## src/rtl/keypad_pkg.sv

```systemverilog
// Shared types and the key layout for the hex keypad entry path.
package keypad_pkg;

    typedef enum logic [1:0] {
        IDLE = 2'd0,
        CAND = 2'd1,
        HELD = 2'd2
    } kp_state_e;

    typedef enum logic [1:0] {
        EMPTY  = 2'd0,
        SINGLE = 2'd1,
        MULTI  = 2'd2
    } frame_class_e;

    // Physical layout: row0 1 2 3 A, row1 4 5 6 B, row2 7 8 9 C, row3 0 F E D.
    function automatic logic [3:0] keymap(input logic [1:0] row, input logic [1:0] col);
        logic [3:0] code;
        case ({row, col})
            4'd0:    code = 4'h1;
            4'd1:    code = 4'h2;
            4'd2:    code = 4'h3;
            4'd3:    code = 4'hA;
            4'd4:    code = 4'h4;
            4'd5:    code = 4'h5;
            4'd6:    code = 4'h6;
            4'd7:    code = 4'hB;
            4'd8:    code = 4'h7;
            4'd9:    code = 4'h8;
            4'd10:   code = 4'h9;
            4'd11:   code = 4'hC;
            4'd12:   code = 4'h0;
            4'd13:   code = 4'hF;
            4'd14:   code = 4'hE;
            default: code = 4'hD;
        endcase
        return code;
    endfunction

endpackage

```

## src/rtl/keypad_row_scanner.sv

```systemverilog
// Drives one keypad row at a time, samples the synchronized columns at the end
// of each row dwell and classifies the completed 4-row snapshot.
module keypad_row_scanner
    import keypad_pkg::*;
#(
    parameter int SCAN_DIV = 50000
) (
    input  logic         i_clk,
    input  logic         i_rst_n,
    input  logic [3:0]   i_col,
    output logic [3:0]   o_row,
    output logic         o_frame_done,
    output frame_class_e o_class,
    output logic [3:0]   o_code
);
    localparam int              DW         = (SCAN_DIV > 1) ? $clog2(SCAN_DIV) : 1;
    localparam logic [DW-1:0]   DWELL_LAST = DW'(SCAN_DIV - 1);

    logic [3:0]    r_sync1;
    logic [3:0]    r_sync2;
    logic [3:0]    r_row;
    logic [1:0]    r_row_idx;
    logic [DW-1:0] r_dwell;
    logic [11:0]   r_snap;

    logic          w_sample;
    logic [15:0]   w_pressed;
    logic [4:0]    w_n_down;
    logic [3:0]    w_hit_idx;

    assign w_sample     = (r_dwell == DWELL_LAST);
    assign o_row        = r_row;
    assign o_frame_done = w_sample && (r_row_idx == 2'd3);
    // Row 3 is classified straight from the synchronizer on its sample cycle.
    assign w_pressed    = {~r_sync2, r_snap};

    always_ff @(posedge i_clk or negedge i_rst_n) begin
        if (!i_rst_n) begin
            r_sync1   <= 4'hF;
            r_sync2   <= 4'hF;
            r_row     <= 4'b1110;
            r_row_idx <= 2'd0;
            r_dwell   <= '0;
            r_snap    <= '0;
        end else begin
            r_sync1 <= i_col;
            r_sync2 <= r_sync1;
            if (w_sample) begin
                r_dwell   <= '0;
                r_row_idx <= r_row_idx + 2'd1;
                r_row     <= {r_row[2:0], r_row[3]};
                case (r_row_idx)
                    2'd0:    r_snap[3:0]  <= ~r_sync2;
                    2'd1:    r_snap[7:4]  <= ~r_sync2;
                    2'd2:    r_snap[11:8] <= ~r_sync2;
                    default: ;
                endcase
            end else begin
                r_dwell <= r_dwell + DW'(1);
            end
        end
    end

    always_comb begin
        w_n_down  = '0;
        w_hit_idx = '0;
        for (int i = 0; i < 16; i++) begin
            if (w_pressed[i]) begin
                w_n_down  = w_n_down + 5'd1;
                w_hit_idx = 4'(i);
            end
        end
    end

    always_comb begin
        if (w_n_down == 5'd0) begin
            o_class = EMPTY;
        end else if (w_n_down == 5'd1) begin
            o_class = SINGLE;
        end else begin
            o_class = MULTI;
        end
    end

    assign o_code = keymap(w_hit_idx[3:2], w_hit_idx[1:0]);

endmodule

```

## src/rtl/hex_keypad_entry.sv

```systemverilog
// Hex keypad front end: per-frame debounce of single key presses and an
// 8-nibble shift register of accepted keys, newest key in bits [3:0].
//
//   state | meaning
//   IDLE  | waiting for a frame with exactly one key down
//   CAND  | same single key seen r_cnt consecutive frames
//   HELD  | key accepted; r_cnt counts consecutive empty frames to release
module hex_keypad_entry
    import keypad_pkg::*;
#(
    parameter int SCAN_DIV = 50000,
    parameter int DEBOUNCE = 4
) (
    input  logic        i_clk,
    input  logic        i_rst_n,
    output logic [3:0]  o_row,
    input  logic [3:0]  i_col,
    input  logic        i_clr,
    output logic [31:0] o_nibbles,
    output logic        o_key_valid,
    output logic [3:0]  o_key_code,
    output logic [3:0]  o_entry_count
);
    localparam logic [3:0] DB_LAST = 4'(DEBOUNCE);

    kp_state_e    r_state;
    logic [3:0]   r_cand;
    logic [3:0]   r_cnt;

    logic         w_frame_done;
    frame_class_e w_class;
    logic [3:0]   w_code;
    logic         w_same;
    logic         w_accept;

    keypad_row_scanner #(
        .SCAN_DIV(SCAN_DIV)
    ) u_scanner (
        .i_clk       (i_clk),
        .i_rst_n     (i_rst_n),
        .i_col       (i_col),
        .o_row       (o_row),
        .o_frame_done(w_frame_done),
        .o_class     (w_class),
        .o_code      (w_code)
    );

    assign w_same = (w_class == SINGLE) && (w_code == r_cand);

    always_comb begin
        w_accept = 1'b0;
        if (w_frame_done) begin
            case (r_state)
                IDLE:    w_accept = (w_class == SINGLE) && (DB_LAST == 4'd1);
                CAND:    w_accept = w_same && ((r_cnt + 4'd1) == DB_LAST);
                default: w_accept = 1'b0;
            endcase
        end
    end

    always_ff @(posedge i_clk or negedge i_rst_n) begin
        if (!i_rst_n) begin
            r_state <= IDLE;
            r_cand  <= 4'h0;
            r_cnt   <= 4'd0;
        end else if (w_frame_done) begin
            case (r_state)
                IDLE: begin
                    if (w_class == SINGLE) begin
                        r_cand <= w_code;
                        if (w_accept) begin
                            r_state <= HELD;
                            r_cnt   <= 4'd0;
                        end else begin
                            r_state <= CAND;
                            r_cnt   <= 4'd1;
                        end
                    end
                end
                CAND: begin
                    if (w_accept) begin
                        r_state <= HELD;
                        r_cnt   <= 4'd0;
                    end else if (w_same) begin
                        r_cnt <= r_cnt + 4'd1;
                    end else if (w_class == SINGLE) begin
                        r_cand <= w_code;
                        r_cnt  <= 4'd1;
                    end else begin
                        r_state <= IDLE;
                        r_cnt   <= 4'd0;
                    end
                end
                HELD: begin
                    if (w_class != EMPTY) begin
                        r_cnt <= 4'd0;
                    end else if ((r_cnt + 4'd1) == DB_LAST) begin
                        r_state <= IDLE;
                        r_cnt   <= 4'd0;
                    end else begin
                        r_cnt <= r_cnt + 4'd1;
                    end
                end
                default: begin
                    r_state <= IDLE;
                    r_cnt   <= 4'd0;
                end
            endcase
        end
    end

    // Clear takes priority over the shift, but the accept pulse and code still go out.
    always_ff @(posedge i_clk or negedge i_rst_n) begin
        if (!i_rst_n) begin
            o_nibbles     <= '0;
            o_key_valid   <= 1'b0;
            o_key_code    <= 4'h0;
            o_entry_count <= 4'd0;
        end else begin
            o_key_valid <= w_accept;
            if (w_accept) begin
                o_key_code <= w_code;
            end
            if (i_clr) begin
                o_nibbles     <= '0;
                o_entry_count <= 4'd0;
            end else if (w_accept) begin
                o_nibbles <= {o_nibbles[27:0], w_code};
                if (o_entry_count < 4'd8) begin
                    o_entry_count <= o_entry_count + 4'd1;
                end
            end
        end
    end

endmodule
```

## config.mk

```make
export PLATFORM = sky130hd
export DESIGN_NAME = hex_keypad_entry
export DESIGN_NICKNAME = d
export VERILOG_FILES = /design/src/rtl/keypad_pkg.sv /design/src/rtl/keypad_row_scanner.sv /design/src/rtl/hex_keypad_entry.sv
export SDC_FILE = /design/constraint.sdc
export NUM_CORES = 1
export LEC_CHECK = 0
export ABC_AREA = 1
export BUFFER_PORTS_ARGS = -buffer_cell sky130_fd_sc_hd__buf_2
export CAP_MARGIN = 20
export CELL_PAD_IN_SITES_DETAIL_PLACEMENT = 0
export CELL_PAD_IN_SITES_GLOBAL_PLACEMENT = 1
export CORE_MARGIN = 8
export CORE_UTILIZATION = 48
export CTS_CLUSTER_SIZE = 30
export DETAILED_ROUTE_END_ITERATION = 8
export PLACE_DENSITY_LB_ADDON = 0.05
export RECOVER_POWER = 25
export REMOVE_ABC_BUFFERS = 1
export SLEW_MARGIN = 20
export SYNTH_ARGS = -nofsm -noshare
export SYNTH_HDL_FRONTEND = slang
export SYNTH_SLANG_ARGS = --single-unit
```

## constraint.sdc

```tcl
create_clock -name i_clk -period 23.7 [get_ports i_clk]
set_clock_uncertainty 0.2 [all_clocks]
set_input_delay 0 -clock i_clk [delete_from_list [all_inputs] [get_ports i_clk]]
set_output_delay 0 -clock i_clk [all_outputs]
set_load 0.05 [all_outputs]
```

==> results.txt, run 1 <==
The number of antenna violations at the first check in global routing is 0. The height of the chip came out at 128 µm. The layout cell share with drive strength beyond 1 came out at 15.6%. The routed design could run at a clock period as short as 9.59 ns. Signal routing reaches up to met4. The worst setup path is captured at a flop. For this run, the detailed router's first-pass iteration total came to 5. The most prevalent standard cell on the critical path is sky130_fd_sc_hd__nand2_1. Clock-pin slew was measured on the worst setup and hold paths at 0.07 ns. Of all nets on the critical path, the largest fanout is 23. The library cells used most frequently in the layout, excluding fill and tap cells, are sky130_fd_sc_hd__nand2_1, sky130_fd_sc_hd__inv_1, sky130_fd_sc_hd__dfrtp_1. The clock latency of the later-clocked register in the worst-skew pair is 0.34 ns.

For hold timing, the worst endpoint is u_scanner.r_sync1[1]. The total instance count after detailed placement is 1021. Buffers inserted during clock tree synthesis total 9.

The pin count of the biggest net entering global routing is 62. The area enclosed by the die boundary is 16400 µm². Leaving out fill and tap cells, the most frequent cell in the layout is sky130_fd_sc_hd__nand2_1. The count of routing violations after the opening detailed-route iteration is 172. The worst hold path begins at i_col[1]. The required time at the endpoint of the critical path is 23.71 ns. The floorplan step defined a core boundary enclosing 12400 µm².

On the critical path, the stage with the largest delay is an instance of sky130_fd_sc_hd__nand2_2. The number of cells produced by synthesis is 811. The endpoint identified for the worst register-to-register timing path is o_nibbles[30].

The number of cell rows came out at 41. The total of endpoints with negative setup slack in the final report is 0. The H-tree was split into 3 levels.

The longest clock path from root to sink contains 2 buffers. The maximum clock frequency is 104 MHz. The distinct cell type count of the synthesized netlist came out at 43.

The sequential-to-total area share from yosys stat came out at 39.0%. The routed design has 12800 µm of wire. The number of remaining DRC errors is 0. The final antenna-violating net count is 0. The netlist area before placement came out at 6010 µm². The count of buffers inserted at the top-level ports is 51. The cell leakage power came out at 3.69 nW.

The met2 layer wire length in the routed design is 5990 µm. The flow ran to the end, and the final reports show no timing, DRC or antenna violations. The final net count came out at 900. The wire length of the first global-routing pass is 22300 µm. Across the VDD grid, the largest voltage drop is 0.0000423 V.

The clock tree from TritonCTS is yes. The arrival time at the worst endpoint is 9.60 ns. The starting density of the core came out at 48.4%. The post-route setup TNS came out at 0 ns. The tool flagged a number of max-cap violations equal to 0. In the finished design, the share of the clock period the worst path needs comes to 40.5%. The post-route core utilization is 54.6%. The routability-driven placement congestion ratio came out at 0.814. 0 antenna diodes ended up in the layout.

The net switching share of the total power is 22.6%. The min-delay analysis places its worst path in the category in -> reg. The post-route total power is 0.349 mW. The number of cells in the finished layout apart from fillers came out at 1044. A synthesized cell averages 7.41 µm². The via-per-instance ratio is 4.87.

Dividing the detail-routed wire length by the instance count gives 12.3 µm. The via total after detailed routing is 5080. The worst setup path is launched from a flop.

The wire length on met1 came out at 6130 µm. The internal reg-to-reg setup slack came out at 14.11 ns. Cell internal power was estimated by the tool at 0.270 mW. The share of total power dissipated in combinational logic is 5.6%.

The number of endpoints with negative hold slack in the final report is 0. The clock network power share is 47.8%. The power density of the placed cells came out at 51.4 nW/µm². The async set or reset register ratio after synthesis came out at 100%.

The clock drives 93 sinks. The portion of total power attributed to sequential cells came out at 46.6%. Once detailed placement completed, the half-perimeter wirelength came to 9750 µm. The max-slew violation total from the final report is 0. The cell at the root of the clock tree is sky130_fd_sc_hd__clkbuf_16.

The met3 routed wirelength is 541 µm. The number of enable-type register cells in the synthesized netlist came out at 0. The die is 128 µm wide.

The number of buffers added for setup after CTS came out at 0. The remaining global-route overflow is 0. Across every metal layer, demand over resource in global routing totals 16.4%.

By startpoint and endpoint, the worst setup path is classified as reg -> reg. The number of global-route vias before repair is 5037. The layout overhead on the synthesized area came out at 12.9%. In the synthesized netlist the dominant register cell turns out to be sky130_fd_sc_hd__dfrtp_1.

The instance count along the most critical hold path is 2. Setup repair after global routing left no endpoint under its margin. The logic depth of the worst register-to-register path is 59. The number of synthesis warnings came out at 0. The max-slew headroom at the worst pin is 6.39%. The switching component of the power came out at 0.0789 mW. The number of top-level design ports is 52. The biggest cell delay along the critical path came out at 0.58 ns. After synthesis the netlist holds a flip-flop and latch count of 93. In this run the critical register-to-register path is launched from u_scanner.r_snap[1]. At the pin with the least slew margin, the transition time is 1.40 ns.
-- power by group through the flow --
stage	Sequential [mW]	Clock [mW]	Combinational, mW
2_1_floorplan	0.167	0	0.00994
3_3_place_gp	0.165	0	0.0185
3_5_place_dp	0.165	0	0.0190
4_1_cts	0.162	0.170	0.0203
5_1_grt	0.163	0.176	0.0223
6_report	0.162	0.167	0.0195
-- cell usage after synthesis (4+ instances only) --
cell / count / share of area, %
sky130_fd_sc_hd__a21oi_1: 19 / 1.6
sky130_fd_sc_hd__buf_6: 5 / 0.94
sky130_fd_sc_hd__clkbuf_1: 6 / 0.37
sky130_fd_sc_hd__dfrtp_1: 82 / 34
sky130_fd_sc_hd__dfstp_2: 11 / 4.8
sky130_fd_sc_hd__ha_1: 26 / 5.4
sky130_fd_sc_hd__inv_1: 144 / 9.0
sky130_fd_sc_hd__inv_2: 6 / 0.37
sky130_fd_sc_hd__nand2_1: 235 / 15
sky130_fd_sc_hd__nand2_2: 23 / 2.4
sky130_fd_sc_hd__nand3_1: 58 / 4.8
sky130_fd_sc_hd__nand3_2: 13 / 2.2
sky130_fd_sc_hd__nand3b_1: 7 / 0.87
sky130_fd_sc_hd__nand4_1: 9 / 0.94
sky130_fd_sc_hd__nor2_1: 51 / 3.2
sky130_fd_sc_hd__nor3_1: 4 / 0.33
sky130_fd_sc_hd__o21ai_0: 31 / 2.6
sky130_fd_sc_hd__o21ai_1: 12 / 1.0
sky130_fd_sc_hd__o21ai_2: 4 / 0.58
sky130_fd_sc_hd__o22ai_2: 20 / 4.2
sky130_fd_sc_hd__xnor2_1: 4 / 0.58
sky130_fd_sc_hd__xor2_1: 7 / 1.0
-- flip-flops by register name, summed over array words and instances, names as in the netlist, 4 cells and up --
| signal | count |
|---|---|
| u_scanner.r_sync2 | 4 |
| u_scanner.r_snap | 12 |
| u_scanner.o_row | 4 |
| r_cand | 4 |
| u_scanner.r_sync1 | 4 |
| o_nibbles | 32 |
| o_key_code | 4 |
| u_scanner.r_dwell | 16 |
| r_cnt | 4 |
| o_entry_count | 4 |
-- stage by stage --
stage,setup slack (ns),instance area [µm²],hold WS [ns]
after floorplan,14.93,5910,-0.496
after global placement,14.40,6390,-0.239
after detailed placement,14.09,6390,-0.233
after CTS,14.05,6820,0.0278
after global routing,13.18,6780,0.109
final,14.11,6780,0.107
-- how the worst max path moves through the flow --
| stage | startpoint | to | slack [ns] | cells after the start |
|---|---|---|---|---|
| floorplan | u_scanner.r_snap[0] | o_nibbles[28] | 14.93 | 59 |
| global placement | u_scanner.r_snap[0] | o_nibbles[29] | 14.40 | 59 |
| detailed placement | u_scanner.r_snap[1] | o_nibbles[30] | 14.09 | 59 |
| CTS | u_scanner.r_snap[1] | o_nibbles[30] | 14.05 | 59 |
| global route | u_scanner.r_snap[0] | o_nibbles[30] | 13.18 | 59 |
| finish | u_scanner.r_snap[1] | o_nibbles[30] | 14.11 | 59 |
-- cell type report --
type / count / area [µm²]
inverters: 154 / 579
fillers: 1203 / 5630
clock buffers: 9 / 225
multi-input cells: 550 / 2990
well taps: 172 / 215
repair buffers: 59 / 304
clock inverters: 7 / 123
flip-flops and latches: 93 / 2340
-- worst max-delay path, delay by kind of cell, from the launching register on --
family / cells / cell delay [ns]
simple gates: 33 / 3.96
fa+ha+maj: 14 / 3.73
buf+inv: 8 / 0.62
compound gates: 4 / 0.55
flops: 1 / 0.37
-- routing by layer --
metal  vias to the layer above  track usage (%)
met1                      2336             20.2
met2                        74             27.7
met4                         0             4.90
met3                        11             4.20
li1                       2659                -
met5                         -                0
-- cells by family (layout without fill, tap and decap cells) --
logic type	Yosys count	count (layout)	synth area share, %
buffers and inverters	168	229	11.2
AND/OR/NAND/NOR	414	414	31.2
AO/OA/AOI/OAI	98	98	11.4
multiplexers	1	1	0.167
XOR/XNOR	11	11	1.60
flip-flops	93	93	39.0
adder cells (fa/ha/maj)	26	26	5.41
-- timing repair --
action	CTS	global route
hold endpoints to repair	43	0
gates resized for setup	0	0
hold buffers	7	0
endpoints found under the setup margin	0	0
Power figures use the tool's default switching activity.
==> run 2, diff against run 1 <==
--- a/config.mk
+++ b/config.mk
@@ -11,7 +11,7 @@
 export CELL_PAD_IN_SITES_DETAIL_PLACEMENT = 0
 export CELL_PAD_IN_SITES_GLOBAL_PLACEMENT = 1
 export CORE_MARGIN = 8
-export CORE_UTILIZATION = 48
+export CORE_UTILIZATION = 40
 export CTS_CLUSTER_SIZE = 30
 export DETAILED_ROUTE_END_ITERATION = 8
 export PLACE_DENSITY_LB_ADDON = 0.05
==> constraint.sdc (replaced) <==
create_clock -name i_clk -period 7.7 [get_ports i_clk]
set_clock_uncertainty 0.2 [all_clocks]
set_input_delay 0 -clock i_clk [delete_from_list [all_inputs] [get_ports i_clk]]
set_output_delay 0 -clock i_clk [all_outputs]
set_load 0.05 [all_outputs]
==> run 2 against run 1 <==
The flow now finishes with violations (negative setup slack). Total power rose to 2.9 times the previous value. Worst setup slack worse by 14 ns. Combinational power rose to 4.4 times the previous value. Non-clock buffer count up 106. Global-route usage down 1.0 points. Critical path depth down 1. Worst hold slack worse by 0.0023 ns. Via count up 11%. Routed wire length up 21%. Sequential share of layout area down 6.8 points. Utilization up 2.0 points. Critical path type unchanged. Largest cell class unchanged.
==> results.txt, run 2 (synthesis results as in run 1) <==
The power density of the placed cells came out at 120 nW/µm². The post-detailed-placement half-perimeter wirelength is 10400 µm. More flip-flops sit in one register than any other, and that register is o_nibbles. The number of buffers added by the clock tree synthesis step came out at 9. The capture point of the worst path is o_nibbles[18]. The run finished, with violations left.

The final reports fail on negative setup slack. The detailed router finished its first iteration with 181 violations. The maximum clock frequency is 125 MHz. The number of cells in the finished layout apart from fillers came out at 1167.

The final critical path time including I/O delays and setup is 7.99 ns. The number of global-route vias before repair was 5605. Along the worst path, the maximum fanout reaches 7. The deepest clock path buffer count came out at 2. The clock tree from TritonCTS is yes. The remaining global-route overflow is 0. The net count of the finished layout is 1007.

Setup repair after global routing could not meet its margin everywhere. In this run the worst hold path is classified as in -> reg. The number of top-level design ports is 52. The number of violations of the max-capacitance limit is 0.

Once detail routing completed, the nets flagged for antenna violations numbered 0. The cell leakage power is 4.53 nW. On the critical path the largest part of the delay comes from adder cells.

The final setup slack of the worst path came out at -0.287 ns. The worst path buffer plus inverter count came out at 8. The average wire per cell in the routed design came out at 13.3 µm. For this run, design rule violations remaining after detail routing come to 0. The number of detailed-routing iterations run before antenna repair is 5. The count of antenna diodes in the layout is 0. The number of antenna violations at the first check in global routing is 0. The multi-input combinational cells in the finished layout cover a total of 3720 µm². The via-per-instance ratio came out at 4.81. Once the floorplan was initialized, standard cells occupied 40.3% of the core. The internal power summed over all cells came out at 0.759 mW.

The layout has 1357 filler cells. The number of cell rows came out at 45. The routability-driven placement congestion ratio is 0.812. The share of total power in combinational logic came out at 8.6%. The layout cell share with drive strength beyond 1 is 37.3%. The switching component of the power is 0.251 mW. On the critical path, the stage with the largest delay is an instance of sky130_fd_sc_hd__dfrtp_1. The startpoint class of the critical path is a flop. The H-tree was split into 3 levels. The instance count on the critical path is 58. The largest registers in the layout are o_nibbles (32), u_scanner.r_dwell (16), u_scanner.r_snap (12).

The required time at the endpoint of the critical path came out at 7.72 ns. Clock latency on the worst-skew pair, taken at its later pin, is 0.34 ns. The capturing element type of the critical path is a flop. The total instance count after detailed placement came out at 1083. Clock-pin slew was measured on the worst setup and hold paths at 0.06 ns. The tightest hold path in the finished design has a slack of 0.105 ns. For the pin with the worst max-slew slack, the measured transition is 1.42 ns. The routed layout has 5615 vias. The max-slew headroom at the worst pin came out at 5.61%. The wire length of the first global-routing pass is 25400 µm. The critical path in this run is classified as reg -> reg. Tracing the worst setup path back leads to its startpoint at u_scanner.r_snap[0].

The area enclosed by the die boundary is 19200 µm². The flip-flop count of the largest register, all copies and words added came out at 32. Registers take 2340 µm².

The number of endpoints with negative hold slack in the final report came out at 0. The most common cell after layout, fill and taps aside is sky130_fd_sc_hd__nand2_1. The startpoint identified for the worst register-to-register timing path is u_scanner.r_snap[0]. The internal reg-to-reg setup slack is -0.29 ns. The height of the chip came out at 139 µm. Prior to clock tree synthesis, the placed netlist has a worst setup slack of -0.949 ns.

The final wirelength came out at 15500 µm. The count of buffers inserted at the top-level ports is 51. Measured in cells, the most critical reg-to-reg path has a length of 58. From synthesis to final layout, the design area changed by 40.6%.

The endpoint of the worst-slack reg-to-reg timing path is o_nibbles[18]. The net switching share of the total power is 24.9%. The post-route clock period utilization came out at 104%. The total of endpoints with negative setup slack in the final report came out at 51. The standard cell area after detailed placement came out at 6800 µm². The clock network power share is 41.9%. The count of clock tree sinks came out at 93. After routing the design area is 8450 µm². Across every metal layer, demand over resource in global routing totals 15.4%.

The die outline width is 139 µm. Sequential cells burn 49.5% of the power. The total area inside the core boundary comes to 14900 µm².

The startpoint identified for the worst hold timing path is i_col[0]. The cell at the root of the clock tree is sky130_fd_sc_hd__clkbuf_16. The design draws 1.01 mW. The worst-case IR drop observed on VDD is 0.000105 V.

Entering global routing, the biggest net connects 62 pins. The max-slew violation total from the final report is 0. The arrival time at the worst endpoint is 8.01 ns.

The library cells used most frequently in the layout, excluding fill and tap cells, are sky130_fd_sc_hd__nand2_1, sky130_fd_sc_hd__inv_1, sky130_fd_sc_hd__buf_4. The biggest cell delay along the critical path is 0.40 ns.
==> run 2: changes by cell type in the layout (fill, tap and decap cells not counted), sizes merged <==
cell / previous run / this run
inv: 151 / 155
clkbuf: 28 / 21
bufinv: 3 / 0
clkinvlp: 1 / 0
buf: 34 / 149
clkinv: 6 / 5
==> run 2: what timing repair did <==
action	CTS	global route
hold buffers	7	0
gates resized for setup	100	92
buffers inserted	59	8
endpoints found under the setup margin	51	51
gates cloned	2	2
pin swaps	60	71
hold endpoints to repair	43	0
==> run 2: worst min path at each step <==
| stage | slack [ns] | cells past startpoint | endpoint |
|---|---|---|---|
| finish | 0.10 | 2 | u_scanner.r_sync1[0] |
| global placement | -0.23 | 1 | u_scanner.r_dwell[8] |
| floorplan | -0.50 | 0 | o_entry_count[0] |
| global route | 0.11 | 2 | u_scanner.r_sync1[0] |
| detailed placement | -0.22 | 1 | u_scanner.r_dwell[8] |
| CTS | 0.03 | 2 | u_scanner.o_row[2] |
==> run 2: power by group through the flow <==
stage	clock network (mW)	registers (mW)	logic (mW)
floorplan	0	0.514	0.0306
global placement	0	0.509	0.0658
detailed placement	0	0.509	0.0667
CTS	0.438	0.500	0.0802
global route	0.458	0.501	0.0963
finish	0.423	0.501	0.0866
==> run 2: final cells by class <==
class	instances	share of cell area, %
multi-input combinational	550	44.0
sequential	93	27.7
timing repair buffer	165	15.0
inverter	154	7.02
clock buffer	11	2.87
tap	188	2.78
clock inverter	5	0.504
timing repair inverter	1	0.104
==> run 2: stage by stage <==
| step | setup TNS (ns) | util, % |
|---|---|---|
| finish | -10.85 | 56.6 |
| global route | -32.85 | 56.6 |
| CTS | -20.12 | 53.9 |
| detailed placement | -45.36 | 45.6 |
| global placement | -35.53 | 45.6 |
| floorplan | -39.70 | - |
==> run 2: per-layer routing <==
metal / share of wire [%] / up-vias / wire length [µm] / global-route usage [%]
met5: 0 / - / 0 / 0
met4: 1.5 / 0 / 227 / 5.15
met3: 3.3 / 20 / 511 / 2.91
met2: 50 / 75 / 7780 / 26.3
met1: 45 / 2638 / 6950 / 19.2
li1: - / 2882 / - / -
==> run 3, diff against run 2 <==
--- a/config.mk
+++ b/config.mk
@@ -14,7 +14,7 @@
 export CORE_UTILIZATION = 40
 export CTS_CLUSTER_SIZE = 30
 export DETAILED_ROUTE_END_ITERATION = 8
-export PLACE_DENSITY_LB_ADDON = 0.05
+export PLACE_DENSITY = 0.84
 export RECOVER_POWER = 25
 export REMOVE_ABC_BUFFERS = 1
 export SLEW_MARGIN = 20
==> run 3 against run 2 <==
The flow still finishes with violations (negative setup slack). Sequential share of layout area fell by 1.0 points. Non-clock buffer count grew 14. Critical endpoint is now o_nibbles[7]. Fmax decreased by 2.8%. Register-to-register slack lost 0.23 ns. Worst hold slack worse by 0.0091 ns. Count of clock-buffer cells in the layout down 1.
==> results.txt, run 3 (synthesis results as in run 1) <==
STA classifies the critical path endpoint as a flop. The design draws 0.998 mW. The final net count came out at 1020. At the worst endpoint, the required time is 7.73 ns. The cell leakage power came out at 4.60 nW. Across the whole layout, storage elements account for 2340 µm².

Before antenna repair, the detailed router went through 6 iterations. The checks that failed: negative setup slack. The total of endpoints with negative setup slack in the final report is 51.

In the post-route analysis, the smallest setup slack over all paths is -0.513 ns. The clock-pin slew of the registers on the worst-case setup and hold paths is 0.07 ns. The wire length of the first global-routing pass is 26000 µm. Based on the critical path, the design can be clocked at up to 122 MHz. The power density of the placed cells is 114 nW/µm². The worst hold path begins at i_col[0]. Across all register-to-register paths, the minimum setup slack is -0.51 ns. The worst hold margin is 0.0957 ns. Counting stages on the worst path, the most repeated cell is sky130_fd_sc_hd__nand2_4. The number of global-route vias before repair came out at 5721. The layout cell share with drive strength beyond 1 is 41.0%. The register with the most flip-flops is o_nibbles. Across the run, the number of max-cap violations was 0.

The worst hold path terminates at u_scanner.r_sync1[0]. For the pin with the worst max-slew slack, the measured transition is 1.25 ns. The arrival time at the worst endpoint is 8.24 ns.

The logic depth of the worst register-to-register path is 61. In this run the critical register-to-register path is launched from u_scanner.r_snap[1]. In the global route stage, overall resource usage came out at 15.9%.

The largest registers in the layout are o_nibbles (32), u_scanner.r_dwell (16), u_scanner.r_snap (12). The worst setup path is of the reg -> reg kind. The run finished, with violations left. The post-route core utilization came out at 58.8%. The max-slew headroom at the worst pin came out at 16.4%. The layout filler cell count is 1237. The number of top-level design ports is 52. Summing all multi-input logic gate instances after layout gives 3930 µm².

The count of antenna diodes in the layout is 0. Setup repair after global routing could not meet its margin everywhere. The number of cell rows came out at 45.

The via total after detailed routing came out at 5814. The routed design has 16500 µm of wire. The congestion estimate from routability-driven global placement came to 0.779. The number of antenna violations at the first check in global routing is 0. The path class of the tightest hold or removal check is in -> reg. The worst setup path is launched from a flop. The number of endpoints with negative hold slack in the final report came out at 0. The average wire per cell in the routed design came out at 14.0 µm. The first routing iteration left 324 violations. The post-detailed-placement half-perimeter wirelength came out at 9630 µm. The largest individual stage delay along the critical path comes from the cell sky130_fd_sc_hd__dfrtp_1. The height of the chip is 139 µm.

The flip-flop count of the largest register, all copies and words added came out at 32. The starting density of the core is 40.3%. The clock latency of the later-clocked register in the worst-skew pair came out at 0.34 ns. The maximum ir drop on the vdd rail is 0.000152 V. The instance count along the most critical hold path came out at 2. Entering global routing, the biggest net connects 69 pins.

Clock tree synthesis inserted a total of 9 buffers. The die outline width is 139 µm. Compared with the post-synthesis result, the final layout area differs by 45.9%.

The count of buffers inserted at the top-level ports is 51. Clock tree synthesis selected as its root buffer the cell sky130_fd_sc_hd__clkbuf_16. The endpoint identified for the worst register-to-register timing path is o_nibbles[7]. The top cell types in the final layout, fill and taps aside, are sky130_fd_sc_hd__nand2_1, sky130_fd_sc_hd__inv_1, sky130_fd_sc_hd__buf_4.

For this design, the sink count on the clock tree is 93. The max-slew violation total from the final report came to 0. The final antenna-violating net count came out at 0. Leaving out fill and tap cells, the most frequent cell in the layout is sky130_fd_sc_hd__nand2_1. For this run, design rule violations remaining after detail routing come to 0. The placeable core region is 14900 µm². The via-per-instance ratio came out at 4.93. Of the available clock period, the critical path in the final layout requires 107%. The clock tree from TritonCTS is yes. The biggest fanout along the worst timing path is 7. The H-tree depth reported by CTS is 3. The remaining global-route overflow is 0.

The deepest clock path buffer count is 2. Subtracting the final worst setup slack from the clock period gives 8.21 ns. The area enclosed by the die boundary came out at 19200 µm². In this design, the stage delay of the slowest critical-path cell is 0.41 ns.
run 3: changes by cell type in the layout (fill, tap and decap cells not counted), sizes merged:
cell and delta:
clkinvlp +2, inv -2, clkbuf +4, buf +9
run 3: metal layers:
metal | part of all wire, % | track usage (%) | vias to the layer above
met2 | 51 | 26.8 | 129
met3 | 3.8 | 2.77 | 42
met5 | 0 | 0 | -
met4 | 3.0 | 8.30 | 0
met1 | 42 | 18.9 | 2730
li1 | - | - | 2913
run 3: what timing repair did:
action / CTS / global route
endpoints found under the setup margin: 51 / 51
cloned: 0 / 4
buffers inserted: 79 / 9
pin swaps: 50 / 74
hold endpoints to repair: 36 / 0
resized for setup: 103 / 148
hold buffers: 7 / 0
run 3: worst max-delay path by stage:
stage,from,endpoint,slack (ns),depth (start not counted)
final,u_scanner.r_snap[1],o_nibbles[7],-0.51,61
after global routing,u_scanner.r_snap[1],o_nibbles[7],-0.84,61
after CTS,u_scanner.r_snap[1],o_nibbles[30],-0.39,59
after detailed placement,u_scanner.r_snap[0],o_nibbles[9],-0.89,58
after global placement,u_scanner.r_snap[0],o_nibbles[9],-0.71,58
after floorplan,u_scanner.r_snap[0],o_nibbles[28],-1.07,59
run 3: worst max-delay path: cells and delay by family, from the launching register on:
kind | cells | cell delay (ns)
AO/OA/AOI/OAI | 5 | 0.55
adder cells (fa/ha/maj) | 14 | 3.28
buffers and inverters | 11 | 0.83
flip-flops | 1 | 0.41
AND/OR/NAND/NOR | 31 | 2.82
run 3: metrics by stage:
stage	std cells	cell area, µm²	worst slack [ns]	TNS, ns
4_1_cts	1177	8100	-0.394	-17.64
3_5_place_dp	1082	6790	-0.892	-43.02
5_1_grt	1180	8770	-0.840	-38.50
3_3_place_gp	1082	6790	-0.715	-34.04
2_1_floorplan	797	5910	-1.07	-39.70
6_report	1180	8770	-0.513	-21.51
run 3: layout make-up:
| type | count | area share, % |
|---|---|---|
| multi-input combinational | 550 | 44.9 |
| inverter | 154 | 6.88 |
| sequential | 93 | 26.7 |
| clock inverter | 6 | 0.528 |
| timing repair buffer | 179 | 15.7 |
| tap | 188 | 2.68 |
| clock buffer | 10 | 2.61 |
run 3: where the power goes:
group          internal, mW  total, mW  switching (mW)
logic                0.0300     0.0829          0.0529
clock network         0.221      0.414           0.193
registers             0.494      0.501         0.00640
